## config.mk

```make
export PLATFORM = sky130hd
export DESIGN_NAME = cpu_core_hs
export DESIGN_NICKNAME = d
export VERILOG_FILES = /design/src/rtl/cpu_core_hs.sv
export SDC_FILE = /design/constraint.sdc
export NUM_CORES = 1
export LEC_CHECK = 0
export ABC_CLOCK_PERIOD_IN_PS = 4840
export CORE_MARGIN = 3
export CORE_UTILIZATION = 45
export DETAILED_ROUTE_END_ITERATION = 16
export PLACE_DENSITY_LB_ADDON = 0.1
export SYNTH_ARGS = -nofsm -noshare
export SYNTH_HDL_FRONTEND = slang
export SYNTH_SLANG_ARGS = --single-unit
```

## constraint.sdc

```tcl
create_clock -name clk -period 4.84 [get_ports clk]
set_input_delay 0.968 -clock clk [delete_from_list [all_inputs] [get_ports clk]]
set_output_delay 0.968 -clock clk [all_outputs]
set_load 0.005 [all_outputs]
```

## src/rtl/cpu_core_hs.sv

```systemverilog
`timescale 1ns/1ps
// cpu_core_hs: multicycle CPU core with a req/ack memory handshake.
//
// One FSM sequences FETCH -> DECODE -> EXEC -> [MEM] -> WB. Instruction and
// data memory share a single port, and either may stall for any number of
// cycles by withholding mem_ack. The instruction word is mem_rdata[15:0].
//
// Ports:
//   clk        system clock, rising edge
//   reset      asynchronous active-low reset
//   mem_req    memory request, held until mem_ack
//   mem_we     1 = write, 0 = read (valid with mem_req)
//   mem_addr   memory address (registered, stable over the req window)
//   mem_wdata  write data (registered, stable over the req window)
//   mem_rdata  read data, sampled in the ack cycle
//   mem_ack    completes the transfer when seen together with mem_req
//   dbg_sel    register index for the debug read port
//   dbg_data   combinational read of register dbg_sel
//   halted     high while the core sits in HALT
module cpu_core_hs #(
  parameter int                DATA_W  = 16,
  parameter int                ADDR_W  = 10,
  parameter logic [ADDR_W-1:0] SP_INIT = ~ADDR_W'(1)
) (
  input  logic              clk,
  input  logic              reset,
  output logic              mem_req,
  output logic              mem_we,
  output logic [ADDR_W-1:0] mem_addr,
  output logic [DATA_W-1:0] mem_wdata,
  input  logic [DATA_W-1:0] mem_rdata,
  input  logic              mem_ack,
  input  logic [3:0]        dbg_sel,
  output logic [DATA_W-1:0] dbg_data,
  output logic              halted
);

  typedef enum logic [2:0] {
    S_FETCH, S_DECODE, S_EXEC, S_MEM, S_WB, S_HALT
  } state_t;

  typedef enum logic [3:0] {
    OP_NOP  = 4'h0, OP_ADD = 4'h1, OP_SUB  = 4'h2, OP_AND = 4'h3,
    OP_OR   = 4'h4, OP_ADDI = 4'h5, OP_LDI = 4'h6, OP_LD  = 4'h7,
    OP_ST   = 4'h8, OP_PUSH = 4'h9, OP_POP = 4'hA, OP_JMP = 4'hB,
    OP_JZ   = 4'hC, OP_JN  = 4'hD, OP_JR   = 4'hE, OP_HALT = 4'hF
  } opcode_t;

  state_t              state, state_next;
  logic [15:0]         ir;
  logic [ADDR_W-1:0]   pc, sp;
  logic [DATA_W-1:0]   regs [16];
  logic [DATA_W-1:0]   opa, opb, res, alu_res;
  logic                flag_z, flag_n;

  opcode_t             op;
  logic [3:0]          rx, ry;
  logic [DATA_W-1:0]   imm;
  logic [ADDR_W-1:0]   tgt;
  logic                xfer;

  assign op  = opcode_t'(ir[15:12]);
  assign rx  = ir[11:8];
  assign ry  = ir[7:4];
  assign imm = {{(DATA_W-8){ir[7]}}, ir[7:0]};
  assign tgt = ADDR_W'(ir[11:0]);

  // mem_req is decoded from the registered state and gated by reset so an
  // open transaction is withdrawn the instant reset asserts.
  assign mem_req  = reset && (state == S_FETCH || state == S_MEM);
  assign xfer     = mem_req && mem_ack;
  assign halted   = (state == S_HALT);
  assign dbg_data = regs[dbg_sel];

  // NOTE: every variable driven in always_comb gets a default before the
  // case statement; a missing branch would otherwise infer a latch.
  always_comb begin
    alu_res = '0;
    case (op)
      OP_ADD:  alu_res = opa + opb;
      OP_SUB:  alu_res = opa - opb;
      OP_AND:  alu_res = opa & opb;
      OP_OR:   alu_res = opa | opb;
      OP_ADDI: alu_res = opa + imm;
      OP_LDI:  alu_res = imm;
      default: alu_res = '0;
    endcase
  end

  always_comb begin
    state_next = state;
    case (state)
      S_FETCH:  if (xfer) state_next = S_DECODE;
      S_DECODE: state_next = S_EXEC;
      S_EXEC: begin
        if (op == OP_HALT)                           state_next = S_HALT;
        else if (op inside {OP_LD, OP_ST, OP_PUSH, OP_POP}) state_next = S_MEM;
        else                                         state_next = S_WB;
      end
      S_MEM:    if (xfer) state_next = S_WB;
      S_WB:     state_next = S_FETCH;
      S_HALT:   state_next = S_HALT;
      default:  state_next = S_FETCH;
    endcase
  end

  // NOTE: sequential state uses non-blocking assignments so every register
  // samples pre-edge values regardless of statement order.
  always_ff @(posedge clk or negedge reset) begin
    if (!reset) state <= S_FETCH;
    else        state <= state_next;
  end

  always_ff @(posedge clk or negedge reset) begin
    if (!reset) begin
      pc        <= '0;
      sp        <= SP_INIT;
      ir        <= '0;
      opa       <= '0;
      opb       <= '0;
      res       <= '0;
      flag_z    <= 1'b0;
      flag_n    <= 1'b0;
      mem_we    <= 1'b0;
      mem_addr  <= '0;
      mem_wdata <= '0;
      // NOTE: the register file is built from flops, not a RAM macro, so it
      // can and must be cleared by reset like any other architectural state.
      for (int i = 0; i < 16; i++) regs[i] <= '0;
    end else begin
      case (state)
        S_FETCH: begin
          if (xfer) begin
            ir <= mem_rdata[15:0];
            pc <= pc + ADDR_W'(1);
          end
        end
        S_DECODE: begin
          opa <= regs[rx];
          opb <= regs[ry];
        end
        S_EXEC: begin
          res <= alu_res;
          if (op inside {OP_ADD, OP_SUB, OP_AND, OP_OR, OP_ADDI}) begin
            flag_z <= (alu_res == '0);
            flag_n <= alu_res[DATA_W-1];
          end
          // Memory outputs are loaded here so they are already stable in
          // the first MEM cycle and stay put until ack.
          case (op)
            OP_JMP: pc <= tgt;
            OP_JZ:  if (flag_z) pc <= tgt;
            OP_JN:  if (flag_n) pc <= tgt;
            OP_JR:  pc <= opa[ADDR_W-1:0];
            OP_LD: begin
              mem_addr <= opb[ADDR_W-1:0];
              mem_we   <= 1'b0;
            end
            OP_ST: begin
              mem_addr  <= opb[ADDR_W-1:0];
              mem_we    <= 1'b1;
              mem_wdata <= opa;
            end
            OP_PUSH: begin
              mem_addr  <= sp - ADDR_W'(1);
              mem_we    <= 1'b1;
              mem_wdata <= opa;
            end
            OP_POP: begin
              mem_addr <= sp;
              mem_we   <= 1'b0;
            end
            default: ;
          endcase
        end
        S_MEM: begin
          if (xfer) begin
            res <= mem_rdata;
            // SP commits only once the transfer is done; wrap is natural.
            if (op == OP_PUSH) sp <= sp - ADDR_W'(1);
            if (op == OP_POP)  sp <= sp + ADDR_W'(1);
          end
        end
        S_WB: begin
          if (op inside {OP_ADD, OP_SUB, OP_AND, OP_OR, OP_ADDI, OP_LDI, OP_LD, OP_POP})
            regs[rx] <= res;
          // Prepare the next fetch address while still outside the req window.
          mem_we   <= 1'b0;
          mem_addr <= pc;
        end
        default: ;
      endcase
    end
  end

endmodule

```

==> qor.yml <==
layout:
  drive_gt1_share_pct: 41.80
  fillerInstances: 4169
  diodes: 0
  nets: 1780
  syn_to_final_growth_pct: 13.05
  fin_util_pct: 52.07
global_route:
  grt_pass1_wl_um: 104800
  grt_use_total_pct: 26.19
  grt_pass1_vias: 16087
  grt_overflow: 0
  grt_max_degree: 154
  grt_antenna_before_repair: 1
floorplan:
  io_pins: 68
  start_util_pct: 46.06
  fp.coreArea_um2: 49560
  die_h_um: 231.2
  num_rows: 81
  die-area_um2: 53460
  die_x_um: 231.2
worst_setup_path:
  timing.rr.start: "opb[2]$_DFFE_PN0N_"
  r2r-end: "flag_z$_DFFE_PN0P_"
  worst-r2r-cell-count: 16
  crit_fanout: 7
  cp.required_ns: 5.32
  end_kind: "flip-flop"
  arrival_ns: 4.94
  worstSetupPathType: "flip-flop to flip-flop"
  cp-start-kind: "flip-flop"
  reg2reg_slack_ns: 0.38
detailed_routing:
  remaining_drc_errors: 0
  first_iter_violations: 1717
  dr.pass1.iters: 6
  routed_wl_um: 69360
  drt-wirelength-per-cell_um: 28.52
  postRouteAntennaNets: 0
  via_per_inst: 6.572
  num_vias: 15983
sta:
  setup_viol: 0
  worst_pin_slew_ns: 1.222
  tns_ns: 0
  finalClockSkew_ns: 0.01542
  fin_crit_ns: 4.460
  rsz0062_at_grt: "false"
  hold_viol_final: 0
  max_freq_mhz: 224.2
  setup_slack_ns: 0.3796
  maxSlewHeadroom_pct: 17.65
  min_period_over_period_pct: 92.16
  maxSlewViolCount: 0
yosys:
  synth_cell_types: 72
  yosysWarnings: 0
  netlist.area_leader.share_pct: 39.80
  synthTopCellsByArea: "dfrtp_1, mux4_2, mux2_2, o21ai_0, clkbuf_1"
  ys_seq_area_share_pct: 40.83
  syn_inst: 1706
  yosysTopAreaCell: "dfrtp_1"
  syn_nets: 1752
  ys.flop_type: "dfrtp_1"
  avgSynthCellArea_um2: 13.38
  synth_seq_cells: 372
  synth_edf_count: 0
  synth_async_sr_flop_share_pct: 100.0
  syn_area_um2: 22830
job:
  maxCapViolations: 0
place:
  dpl.hpwl_um: 45320
  place_congestion: 0.9024
  io_buffers: 67
  place_ws_ns: 0.5014
status:
  outcome: "finished clean"
clock_tree:
  numCtsBuffers: 45
  clock-sinks: 372
  root_buffer: "clkbuf_16"
  cts_max_level: 2
  cts.repair.resized: 0
  post_cts_buffers: 0
  cts_buffer_depth: 3
  cts_tree: "done"
  clk_pin_slew_worst_paths_ns: 0.06
  clock_latency_ns: 0.58
  holdBufCountCts: 0
power:
  ir_worst_vdd_v: 0.0002958
  power.density_nw_per_um2: 490.8
  cellLeakagePower_nw: 11.34
  power_mw: 12.67
hold_path:
  min_path_type: "input port to async pin"
==> layout make-up <==
cell class                 instances  area [um2]  share of cell area, %
clock buffer                      67        1371                  5.314
clock inverter                    14       131.4                 0.5091
inverter                          18       67.56                 0.2618
multi-input combinational       1169       12890                  49.94
sequential                       372        9333                  36.17
tap                              664       830.8                  3.220
timing repair buffer             128        1184                  4.587
==> per-layer routing <==
metal / vias to the layer above / routed length, um / share of wire (%) / global-route usage [%]
li1: 6752 / - / - / -
met2: 566 / 33170 / 48 / 42.26
met4: 0 / 2222 / 3.2 / 8.406
met3: 134 / 4374 / 6.3 / 4.941
met5: - / 0 / 0 / 0
met1: 8531 / 29600 / 43 / 36.10
==> synthesized netlist by cell type (4+ instances only) <==
cell	n
a211oi_1	11
a21o_1	11
a21oi_1	49
a221o_1	10
a221oi_1	15
a22oi_1	10
a31oi_1	8
a32oi_1	4
and2_1	7
and3_1	11
buf_1	22
buf_2	24
clkbuf_1	97
dfrtp_1	363
dfstp_2	9
ha_1	22
inv_1	18
mux2_2	325
mux2i_1	18
mux4_2	240
nand2_1	95
nand2b_1	9
nand3_1	19
nand4_1	6
nor2_1	62
nor2b_1	14
nor3_1	21
nor3b_1	9
nor4_1	5
o211ai_1	5
o21ai_0	81
o22a_1	6
o311ai_0	4
o311ai_1	4
o31ai_1	7
or3_1	10
or3b_2	4
xnor2_1	7
xor2_1	11
==> worst max-delay path by stage <==
stage                            start                   to  slack [ns]  cells after the start
finish              opb[2]$_DFFE_PN0N_   flag_z$_DFFE_PN0P_        0.38                     16
global route        opb[2]$_DFFE_PN0N_   flag_z$_DFFE_PN0P_        0.13                     16
CTS                 opb[2]$_DFFE_PN0N_   flag_z$_DFFE_PN0P_        0.47                     16
detailed placement  opb[2]$_DFFE_PN0N_   flag_z$_DFFE_PN0P_        0.50                     15
global placement    opb[2]$_DFFE_PN0N_   flag_z$_DFFE_PN0P_        0.53                     16
floorplan           opb[3]$_DFFE_PN0N_  res[15]$_DFFE_PN0P_        0.80                     19
==> through the flow <==
stage               hold slack (ns)  cells  area [um2]
CTS                          0.2339   2432       25800
global route                 0.2506   2432       25800
finish                       0.2579   2432       25800
detailed placement           0.4818   2351       24300
floorplan                    0.4639   1706       22830
global placement             0.4716   2351       24300
==> layout by cell type, fill, tap and decap left out, drive strengths merged, types with 13 or more instances in the layout <==
cell,instances
a21oi,49
a221oi,15
buf,65
clkbuf,67
clkdlybuf4s50,63
dfrtp,363
ha,22
inv,20
mux2,325
mux2i,18
mux4,240
nand2,95
nand3,19
nor2,62
nor2b,14
nor3,23
o21ai,81
or3,13
==> flip-flops by register name, summed over array words and instances, names as in the netlist, 10 cells and up <==
signal     cells
regs         256
res           16
opa           16
ir            16
pc            10
sp            10
mem_addr      10
opb           16
mem_wdata     16
==> power breakdown <==
group	internal (mW)	switching, mW	total (mW)
clock network	2.06	1.37	3.43
registers	3.62	1.10	4.72
logic	2.12	2.39	4.51
total	7.80	4.86	12.7
==> cell families after synthesis <==
| group | after synthesis | share of synthesized area [%] |
|---|---|---|
| muxes | 583 | 40.50 |
| DFF | 372 | 40.83 |
| and+or+nand+nor | 296 | 6.605 |
| AOI/OAI and AO/OA | 249 | 7.148 |
| buffers and inverters | 165 | 2.927 |
| adders and majority gates | 23 | 1.294 |
| xor gates and xnor gates | 18 | 0.6907 |
==> worst max-delay path, stage by stage, from the launching register on <==
cell	delay, ns
dfrtp_1	0.45
or3_1	0.45
or3_1	0.41
or3_1	0.36
or3_1	0.38
o41ai_1	0.26
nand2_1	0.10
o311ai_0	0.15
ha_1	0.35
nand4_1	0.16
a211oi_1	0.21
a21oi_1	0.15
a41oi_1	0.28
nand2_1	0.12
nor4_1	0.29
o2111ai_1	0.14
o21ai_0	0.12
No activity file was read; power rests on OpenSTA's default activity.
